===== src/rtl/gpmc_bram_arbiter.sv =====
// Two-port arbiter in front of the single-port 2K x 16 block RAM.
// Port 0 (GPMC host side) has fixed priority. A starvation counter forces port 1 in
// after STARVE_MAX consecutive contested port-0 grants.
// Optional write protect for port 0 is enabled by defining GPMC_ARB_WP_EN.
module gpmc_bram_arbiter #(
  parameter int unsigned AW         = 11,
  parameter int unsigned DW         = 16,
  parameter int unsigned STARVE_MAX = 4
) (
  input  logic          a_clk,
  input  logic          a_rst_n,
  input  logic          p0_req,
  input  logic          p0_wr,
  input  logic [AW-1:0] p0_addr,
  input  logic [DW-1:0] p0_din,
  output logic          p0_ack,
  output logic          p0_rvalid,
  output logic [DW-1:0] p0_rdata,
  input  logic          p1_req,
  input  logic          p1_wr,
  input  logic [AW-1:0] p1_addr,
  input  logic [DW-1:0] p1_din,
  output logic          p1_ack,
  output logic          p1_rvalid,
  output logic [DW-1:0] p1_rdata,
  output logic          mem_ena,
  output logic          mem_wr,
  output logic [AW-1:0] mem_addr,
  output logic [DW-1:0] mem_din,
  input  logic [DW-1:0] mem_dout,
`ifdef GPMC_ARB_WP_EN
  input  logic          wp,
  output logic          p0_wp_err,
`endif
  output logic          busy
);

  localparam int unsigned CW = $clog2(STARVE_MAX + 1);
  localparam logic [CW-1:0] StarveMax = CW'(STARVE_MAX);

  typedef enum logic [1:0] {StIdle, StIssue, StRdata} state_e;

  state_e          state_q, state_d;
  logic            grant_q, grant_d;   // 1: port 1 owns the current access
  logic            rd_q, rd_d;
  logic [CW-1:0]   starve_q, starve_d;
  logic            mem_ena_q, mem_ena_d;
  logic            mem_wr_q, mem_wr_d;
  logic [AW-1:0]   mem_addr_q, mem_addr_d;
  logic [DW-1:0]   mem_din_q, mem_din_d;
  logic            p0_ack_q, p0_ack_d;
  logic            p1_ack_q, p1_ack_d;
  logic            p0_rvalid_q, p0_rvalid_d;
  logic            p1_rvalid_q, p1_rvalid_d;
  logic [DW-1:0]   p0_rdata_q, p0_rdata_d;
  logic [DW-1:0]   p1_rdata_q, p1_rdata_d;
  logic            busy_q, busy_d;
  logic            sel_p1;
  logic            wp_block;
`ifdef GPMC_ARB_WP_EN
  logic            wp_err_q, wp_err_d;
`endif

  // Arbitration, next-state and registered-output computation
  always_comb begin
    state_d     = state_q;
    grant_d     = grant_q;
    rd_d        = rd_q;
    starve_d    = starve_q;
    mem_ena_d   = 1'b0;
    mem_wr_d    = 1'b0;
    mem_addr_d  = mem_addr_q;
    mem_din_d   = mem_din_q;
    p0_ack_d    = 1'b0;
    p1_ack_d    = 1'b0;
    p0_rvalid_d = 1'b0;
    p1_rvalid_d = 1'b0;
    p0_rdata_d  = p0_rdata_q;
    p1_rdata_d  = p1_rdata_q;
`ifdef GPMC_ARB_WP_EN
    wp_err_d    = 1'b0;
`endif
    sel_p1 = p1_req && (!p0_req || (starve_q == StarveMax));
`ifdef GPMC_ARB_WP_EN
    // Protected port-0 write: acked normally but never reaches the BRAM
    wp_block = !sel_p1 && p0_req && p0_wr && wp;
`else
    wp_block = 1'b0;
`endif

    unique case (state_q)
      StIdle: begin
        if (!p1_req || sel_p1) begin
          starve_d = '0;
        end else if (starve_q != StarveMax) begin
          starve_d = starve_q + 1'b1;
        end
        if (p0_req || p1_req) begin
          state_d    = StIssue;
          grant_d    = sel_p1;
          rd_d       = sel_p1 ? !p1_wr : !p0_wr;
          mem_ena_d  = !wp_block;
          mem_wr_d   = (sel_p1 ? p1_wr : p0_wr) && !wp_block;
          mem_addr_d = sel_p1 ? p1_addr : p0_addr;
          mem_din_d  = sel_p1 ? p1_din : p0_din;
          p0_ack_d   = !sel_p1;
          p1_ack_d   = sel_p1;
`ifdef GPMC_ARB_WP_EN
          wp_err_d   = wp_block;
`endif
        end
      end
      StIssue: begin
        state_d = rd_q ? StRdata : StIdle;
      end
      StRdata: begin
        state_d = StIdle;
        if (grant_q) begin
          p1_rvalid_d = 1'b1;
          p1_rdata_d  = mem_dout;
        end else begin
          p0_rvalid_d = 1'b1;
          p0_rdata_d  = mem_dout;
        end
      end
      default: begin
        state_d = StIdle;
      end
    endcase

    busy_d = (state_d != StIdle);
  end

  // State and output registers; reset abandons any access in flight
  always_ff @(posedge a_clk or negedge a_rst_n) begin
    if (!a_rst_n) begin
      state_q     <= StIdle;
      grant_q     <= 1'b0;
      rd_q        <= 1'b0;
      starve_q    <= '0;
      mem_ena_q   <= 1'b0;
      mem_wr_q    <= 1'b0;
      mem_addr_q  <= '0;
      mem_din_q   <= '0;
      p0_ack_q    <= 1'b0;
      p1_ack_q    <= 1'b0;
      p0_rvalid_q <= 1'b0;
      p1_rvalid_q <= 1'b0;
      p0_rdata_q  <= '0;
      p1_rdata_q  <= '0;
      busy_q      <= 1'b0;
`ifdef GPMC_ARB_WP_EN
      wp_err_q    <= 1'b0;
`endif
    end else begin
      state_q     <= state_d;
      grant_q     <= grant_d;
      rd_q        <= rd_d;
      starve_q    <= starve_d;
      mem_ena_q   <= mem_ena_d;
      mem_wr_q    <= mem_wr_d;
      mem_addr_q  <= mem_addr_d;
      mem_din_q   <= mem_din_d;
      p0_ack_q    <= p0_ack_d;
      p1_ack_q    <= p1_ack_d;
      p0_rvalid_q <= p0_rvalid_d;
      p1_rvalid_q <= p1_rvalid_d;
      p0_rdata_q  <= p0_rdata_d;
      p1_rdata_q  <= p1_rdata_d;
      busy_q      <= busy_d;
`ifdef GPMC_ARB_WP_EN
      wp_err_q    <= wp_err_d;
`endif
    end
  end

  assign mem_ena   = mem_ena_q;
  assign mem_wr    = mem_wr_q;
  assign mem_addr  = mem_addr_q;
  assign mem_din   = mem_din_q;
  assign p0_ack    = p0_ack_q;
  assign p1_ack    = p1_ack_q;
  assign p0_rvalid = p0_rvalid_q;
  assign p1_rvalid = p1_rvalid_q;
  assign p0_rdata  = p0_rdata_q;
  assign p1_rdata  = p1_rdata_q;
  assign busy      = busy_q;
`ifdef GPMC_ARB_WP_EN
  assign p0_wp_err = wp_err_q;
`endif

endmodule


===== config.mk =====
export PLATFORM = sky130hd
export DESIGN_NAME = gpmc_bram_arbiter
export DESIGN_NICKNAME = d
export VERILOG_FILES = /design/src/rtl/gpmc_bram_arbiter.sv
export SDC_FILE = /design/constraint.sdc
export NUM_CORES = 1
export LEC_CHECK = 0
export CAP_MARGIN = 0
export CELL_PAD_IN_SITES_DETAIL_PLACEMENT = 1
export CELL_PAD_IN_SITES_GLOBAL_PLACEMENT = 1
export CORE_ASPECT_RATIO = 1.4
export CORE_UTILIZATION = 28
export CTS_CLUSTER_DIAMETER = 40
export CTS_CLUSTER_SIZE = 25
export DETAILED_ROUTE_END_ITERATION = 16
export MAX_ROUTING_LAYER = met4
export PLACE_DENSITY_LB_ADDON = 0.08
export SYNTH_ARGS = -nofsm -noshare
export SYNTH_HDL_FRONTEND = slang
export SYNTH_SLANG_ARGS = --single-unit

===== constraint.sdc =====
create_clock -name a_clk -period 1.61 [get_ports a_clk]
set_clock_uncertainty 0.2 [all_clocks]
set_input_delay 0.161 -clock a_clk [delete_from_list [all_inputs] [get_ports a_clk]]
set_output_delay 0.161 -clock a_clk [all_outputs]
set_load 0.02 [all_outputs]

==> summary.txt, run 1 <==
Logic synthesis
  – Mapped Cells: around 210
  – Net count after synthesis: 283
  – Synthesized area: between 2000 and 3000 µm²
  – Warnings from Yosys: 0
  – Count of different cell masters after synthesis: 29
  – Syn avg cell area: around 14 µm²
  – Area fraction of the dominant cell type after synthesis: about three fifths
  – Synth area leaders: dfrtp_1 (62%), mux2_2 (12%), a221o_1 (9.1%), o21a_1 (6.9%), buf_2 (1.4%)
  – Post-synthesis sequential area ratio: between 60 and 70%
  – FF+latch count, synth: 73
  – Area leader, netlist: dfrtp_1

Cells and area
  – Final Util: ~50%
  – Commonest non-fill, non-tap cell in the layout: clkdlybuf4s50_1
  – Fraction of layout cells with a size suffix above 1: around a quarter
  – Most frequent cells in the layout: clkdlybuf4s50_1 (74), dfrtp_1 (71), dlygate4sd2_1 (66)
  – Ant. Diodes: 0
  – Filler Cell Count: between 1000 and 1500
  – Syn-to-layout area delta: 73.5%
  – Final #Nets: 450

Worst setup path
  – Worst Setup End Kind: flip-flop
  – Worst Path Arrival: between 1.5 and 2 ns
  – Max stage delay on crit path: just under 0.4 ns
  – R2r endpoint: mem_din[0]
  – CP Launch Point: starve_q[1]
  – Setup CP Type: reg -> reg
  – CP startpoint kind: flip-flop
  – R2r startpoint: starve_q[1]
  – Worst path slowest cell: dfrtp_1
  – CP top delay family: flip-flops
  – R2R setup slack: -0.06 ns
  – Crit-path cells: inv_2 -> ha_4 -> nand3_2 -> and3_4 -> buf_12 -> a221o_1
  – Required time of the critical path: between 1.5 and 2 ns
  – FF-to-FF path depth: 6
  – Buf/Inv on CP: 2
  – Crit-path max FO: 27

Floorplanning
  – Std-Cell Rows: 44
  – Die Wd: 88.8 µm
  – Initial Util: between 20% and 30%
  – Die ar.: between 10000 and 15000 µm²
  – Core Region: roughly 10000 µm²
  – Die height: around 120 µm
  – Num ports: between 100 and 150

Clocking
  – CTS Buffer Depth: 2
  – CTS tree: built
  – Clock-pin slew on the worst setup and hold paths: approximately 0.060 ns
  – Worst skew pair latency: approximately 0.33 ns
  – Num Clock Sinks: 73
  – H-tree depth: 3
  – CTS root buffer: clkbuf_16
  – Inserted Clock Buffers: 9

Global routing
  – Overflow after GRT: 0
  – Initial antenna violation count: 0
  – Gr usage total: ~17%
  – Number of global-route vias before repair: 2682
  – First-pass GRT wire length: between 10000 and 15000 µm
  – Largest net degree at the start of global routing: 50

Status
  – Failing checks: setup timing
  – Status: complete, but fails checks

Job
  – Max Cap Violations: 0

Pwr
  – Worst IR Drop VDD: approximately 0.76 mV
  – PnR Total Power: ~10000 µW
  – Power density cells: approximately 2000 nW/µm²
  – Leak pwr: ~0.0023 µW

Route
  – # DRC: 0
  – Vias: ~2400
  – Detailed-route vias per instance: roughly 4.7
  – Pre-Repair DR Iteration Count: 4
  – Routed wire length: around 8500 µm
  – Average wire per standard cell: ~16 µm
  – Detail Route Antenna Nets: 0
  – Iter 0 DRT Violations: 66

Placed design
  – Port bufs: 141
  – Global placer's final weighted congestion: a little over 0.7
  – DP HPWL: approximately 6300 µm
  – Dpl ws: -0.260 ns

STA
  – Final slew viol count: 0
  – Endpoints failing setup: 43
  – Fin crit share: 104%
  – RSZ-0062 raised after global routing: yes
  – Worst hold slack: around 0.16 ns
  – Relative slew slack: 78.5%
  – Worst slew pin tran: roughly 0.32 ns
  – Highest Clock Rate: between 500 and 600 MHz
  – Final WS setup: -0.0595 ns
  – Post-route minimum period: around 1.7 ns
  – Setup TNS: -1.80 ns
  – Final Hold Viols: 0

Min path
  – HP Class: in -> async
metrics by stage:
step | instances | area, µm²
floorplan | 205 | 2970
global placement | 496 | 4720
detailed placement | 496 | 4720
CTS | 513 | 5060
global route | 515 | 5130
finish | 515 | 5130
flip-flops by register name, indices dropped and copies added, names as in the netlist, 2 cells and up:
signal	count
mem_addr	11
p1_rdata	16
starve_q	3
p0_rdata	16
mem_din	16
state_q	2
power by group:
group | internal (µW) | total (µW) | switching [µW]
combinational | 2480 | 4910 | 2440
sequential | 2720 | 3180 | 461
clock | 1510 | 2290 | 781
area by class of cell:
type / instances / area (µm²) / share of cell area, %
Sequential cell: 73 / 1830 / 35.7
Clock inverter: 7 / 119 / 2.32
Timing Repair Buffer: 169 / 1620 / 31.6
Tap cell: 138 / 173 / 3.37
Multi-Input combinational cell: 111 / 1130 / 22.1
Inverter: 8 / 30.0 / 0.586
Clock buffer: 9 / 225 / 4.39
kinds of logic (layout without fill, tap and decap cells):
family                   count (synthesis)  in the layout  synth area share (%)
multiplexers                            32             32                  12.2
adder cells (fa/ha/maj)                  2              2                 0.846
AO/OA/AOI/OAI                           63             63                  18.2
flip-flops                              73             73                  61.8
buffers and inverters                   21            193                  3.64
AND/OR/NAND/NOR                         14             14                  3.34
worst max-delay path by stage:
stage	end	slack [ns]	cells past startpoint
global route	mem_din[10]	-0.13	6
finish	mem_din[0]	-0.06	6
detailed placement	mem_din[0]	-0.26	5
global placement	mem_din[5]	-0.21	5
floorplan	mem_addr[2]	-0.02	5
CTS	p0_rdata[8]	-0.09	4
per-layer routing:
layer,vias to the layer above,global-route usage [%],routed length [µm]
met1,1208,18.5,3330
met3,10,3.18,387
li1,1108,-,-
met4,0,5.65,147
met5,-,-,0
met2,84,30.3,4630
synth_stat cells:
cell and number:
nor3b_1 1, a221o_1 27, a222oi_1 1, nand4_1 1
nand2_1 2, clkbuf_1 2, buf_2 8, buf_6 2
o21a_1 27, o22ai_1 1, o21ai_0 3, a21o_1 1
nor2_1 2, nor3b_2 1, nand3_1 2, dfrtp_1 73
inv_1 8, a22o_1 1, buf_4 1, or2_4 1
and3_1 1, mux2_2 31, a21boi_2 1, mux2_1 1
nor3b_4 1, a31oi_1 1, ha_1 2, nand3b_1 1
or2_2 1
worst reg2reg max path, stage by stage (launching register included):
cell and delay [ns]:
dfrtp_1 0.39, inv_2 0.08, ha_4 0.15, nand3_2 0.07, and3_4 0.20, buf_12 0.16
a221o_1 0.31
repair_timing:
action                                  in CTS  in global routing
hold buffers                                 1                  0
resized for setup                           82                 17
pin swaps                                    2                  4
hold endpoints to repair                    73                  0
endpoints found under the setup margin     111                 46
gates cloned                                 0                  0
setup buffers                                0                  2
Note: power is estimated with default switching activity, not from simulation.
==> run 2, diff against run 1 <==
Settings changed: CAP_MARGIN 0 to 40, RECOVER_POWER set to 100.
==> summary.txt, run 2 (synthesis results as in run 1) <==
Status
  – Status: complete, but fails checks
  – Failing checks: setup timing

STA
  – Worst slew pin tran: 0.679 ns
  – Endpoints failing setup: 43
  – Final Hold Viols: 0
  – Fin crit share: 104%
  – Relative slew slack: 54.7%
  – Highest Clock Rate: ~600 MHz
  – Post-route minimum period: ~1.7 ns
  – Final slew viol count: 0
  – Final WS setup: -0.0634 ns
  – RSZ-0062 raised after global routing: yes

Global routing
  – Largest net degree at the start of global routing: 50
  – Initial antenna violation count: 0
  – Gr usage total: approximately 17%
  – First-pass GRT wire length: around 13000 µm
  – Number of global-route vias before repair: 2682
  – Overflow after GRT: 0

Cells and area
  – Most frequent cells in the layout: clkdlybuf4s50_1 (74), dfrtp_1 (71), dlygate4sd2_1 (66)
  – Fraction of layout cells with a size suffix above 1: about a quarter
  – Commonest non-fill, non-tap cell in the layout: clkdlybuf4s50_1
  – Syn-to-layout area delta: 72.6%
  – Reg area: roughly 1800 µm²
  – Final #Nets: 450
  – Final Util: between 40% and 50%
  – Filler Cell Count: around 1100
  – Ant. Diodes: 0
  – Area of the multi-input gates: around 1100 µm²

Clocking
  – H-tree depth: 3
  – Num Clock Sinks: between 70 and 80
  – Inserted Clock Buffers: 9
  – Clock-pin slew on the worst setup and hold paths: roughly 0.06 ns
  – CTS root buffer: clkbuf_16
  – CTS tree: built
  – Worst skew pair latency: approximately 0.33 ns
  – CTS Buffer Depth: 2

Placed design
  – Dpl ws: -0.260 ns
  – DP HPWL: ~6300 µm
  – Global placer's final weighted congestion: around 0.7
  – Port bufs: between 100 and 150

Route
  – # DRC: 0
  – Detailed-route vias per instance: 4.68
  – Routed wire length: roughly 8500 µm
  – Average wire per standard cell: approximately 16 µm
  – Iter 0 DRT Violations: between 80 and 90
  – Detail Route Antenna Nets: 0
  – Vias: about 2400
  – Pre-Repair DR Iteration Count: 5

Worst setup path
  – Crit-path max FO: 27
  – Setup CP Type: reg -> reg
  – Worst Path Arrival: ~1.7 ns
  – CP startpoint kind: flip-flop
  – Required time of the critical path: approximately 1.6 ns
  – Worst Setup End Kind: flip-flop

Pwr
  – Leak pwr: between 0.002 and 0.0025 µW
  – Power density cells: 2030 nW/µm²
  – PnR Total Power: ~10000 µW
  – Worst IR Drop VDD: roughly 0.76 mV

Min path
  – HP Class: in -> reg

Floorplanning
  – Die height: approximately 120 µm
  – Initial Util: between 20 and 30%
  – Std-Cell Rows: 44
  – Die Wd: between 80 and 90 µm
  – Core Region: 10300 µm²
  – Die ar.: between 10000 and 15000 µm²
  – Num ports: 142

Job
  – Max Cap Violations: 0
-- run 2: power by group --
| group | internal (µW) | total (µW) | switching, µW |
|---|---|---|---|
| combinational | 2470 | 4900 | 2430 |
| clock | 1510 | 2290 | 780 |
| sequential | 2720 | 3180 | 461 |
-- run 2: stage by stage --
stage                     hold WS, ns  cell area (µm²)  cells  setup TNS (ns)
after floorplan                -0.335             2970    205          -0.579
after global placement        -0.0367             4720    496           -6.10
after detailed placement      -0.0337             4720    496           -7.76
after CTS                       0.157             5060    513           -2.85
after global routing            0.245             5100    515           -4.54
final                           0.225             5100    515           -1.86
-- run 2: repair_timing --
item | in CTS | in global routing
buffers inserted | 0 | 2
hold buffers | 1 | 0
hold endpoints to repair | 73 | 0
gates resized for setup | 82 | 17
endpoints found under the setup margin | 111 | 46
pin swaps | 2 | 4
-- run 2: final timing paths --
path                              from           to  slack (ns)  cells past startpoint
max                        starve_q[1]   mem_din[0]       -0.06                      6
min                              p0_wr         rd_q        0.22                      2
max reg2reg                starve_q[1]   mem_din[0]       -0.06                      6
min reg2reg                p1_rdata[6]  p1_rdata[6]        0.30                      1
max in group asynchronous      a_rst_n   state_q[0]        0.34                      3
min in group asynchronous      a_rst_n  p1_rdata[3]        0.32                      3
-- run 2: worst max-delay path: stages, from the launching register on --
cell     delay [ns]
dfrtp_1        0.39
inv_2          0.08
ha_4           0.15
nand3_2        0.07
and3_4         0.20
buf_12         0.15
a221o_1        0.30
-- run 2: layout make-up --
class,count,share of cell area [%]
well taps,138,3.38
inverters,8,0.589
repair buffers,169,31.2
clock inverters,7,2.33
clock buffers,9,4.41
flip-flops and latches,73,35.9
multi-input cells,111,22.2
-- run 2: layer usage --
layer / GRT usage [%] / vias to the layer above / part of all wire [%]
met2: 30.3 / 84 / 55
met5: - / - / 0
li1: - / 1108 / -
met1: 18.5 / 1209 / 39
met4: 5.65 / 0 / 1.7
met3: 3.18 / 10 / 4.6
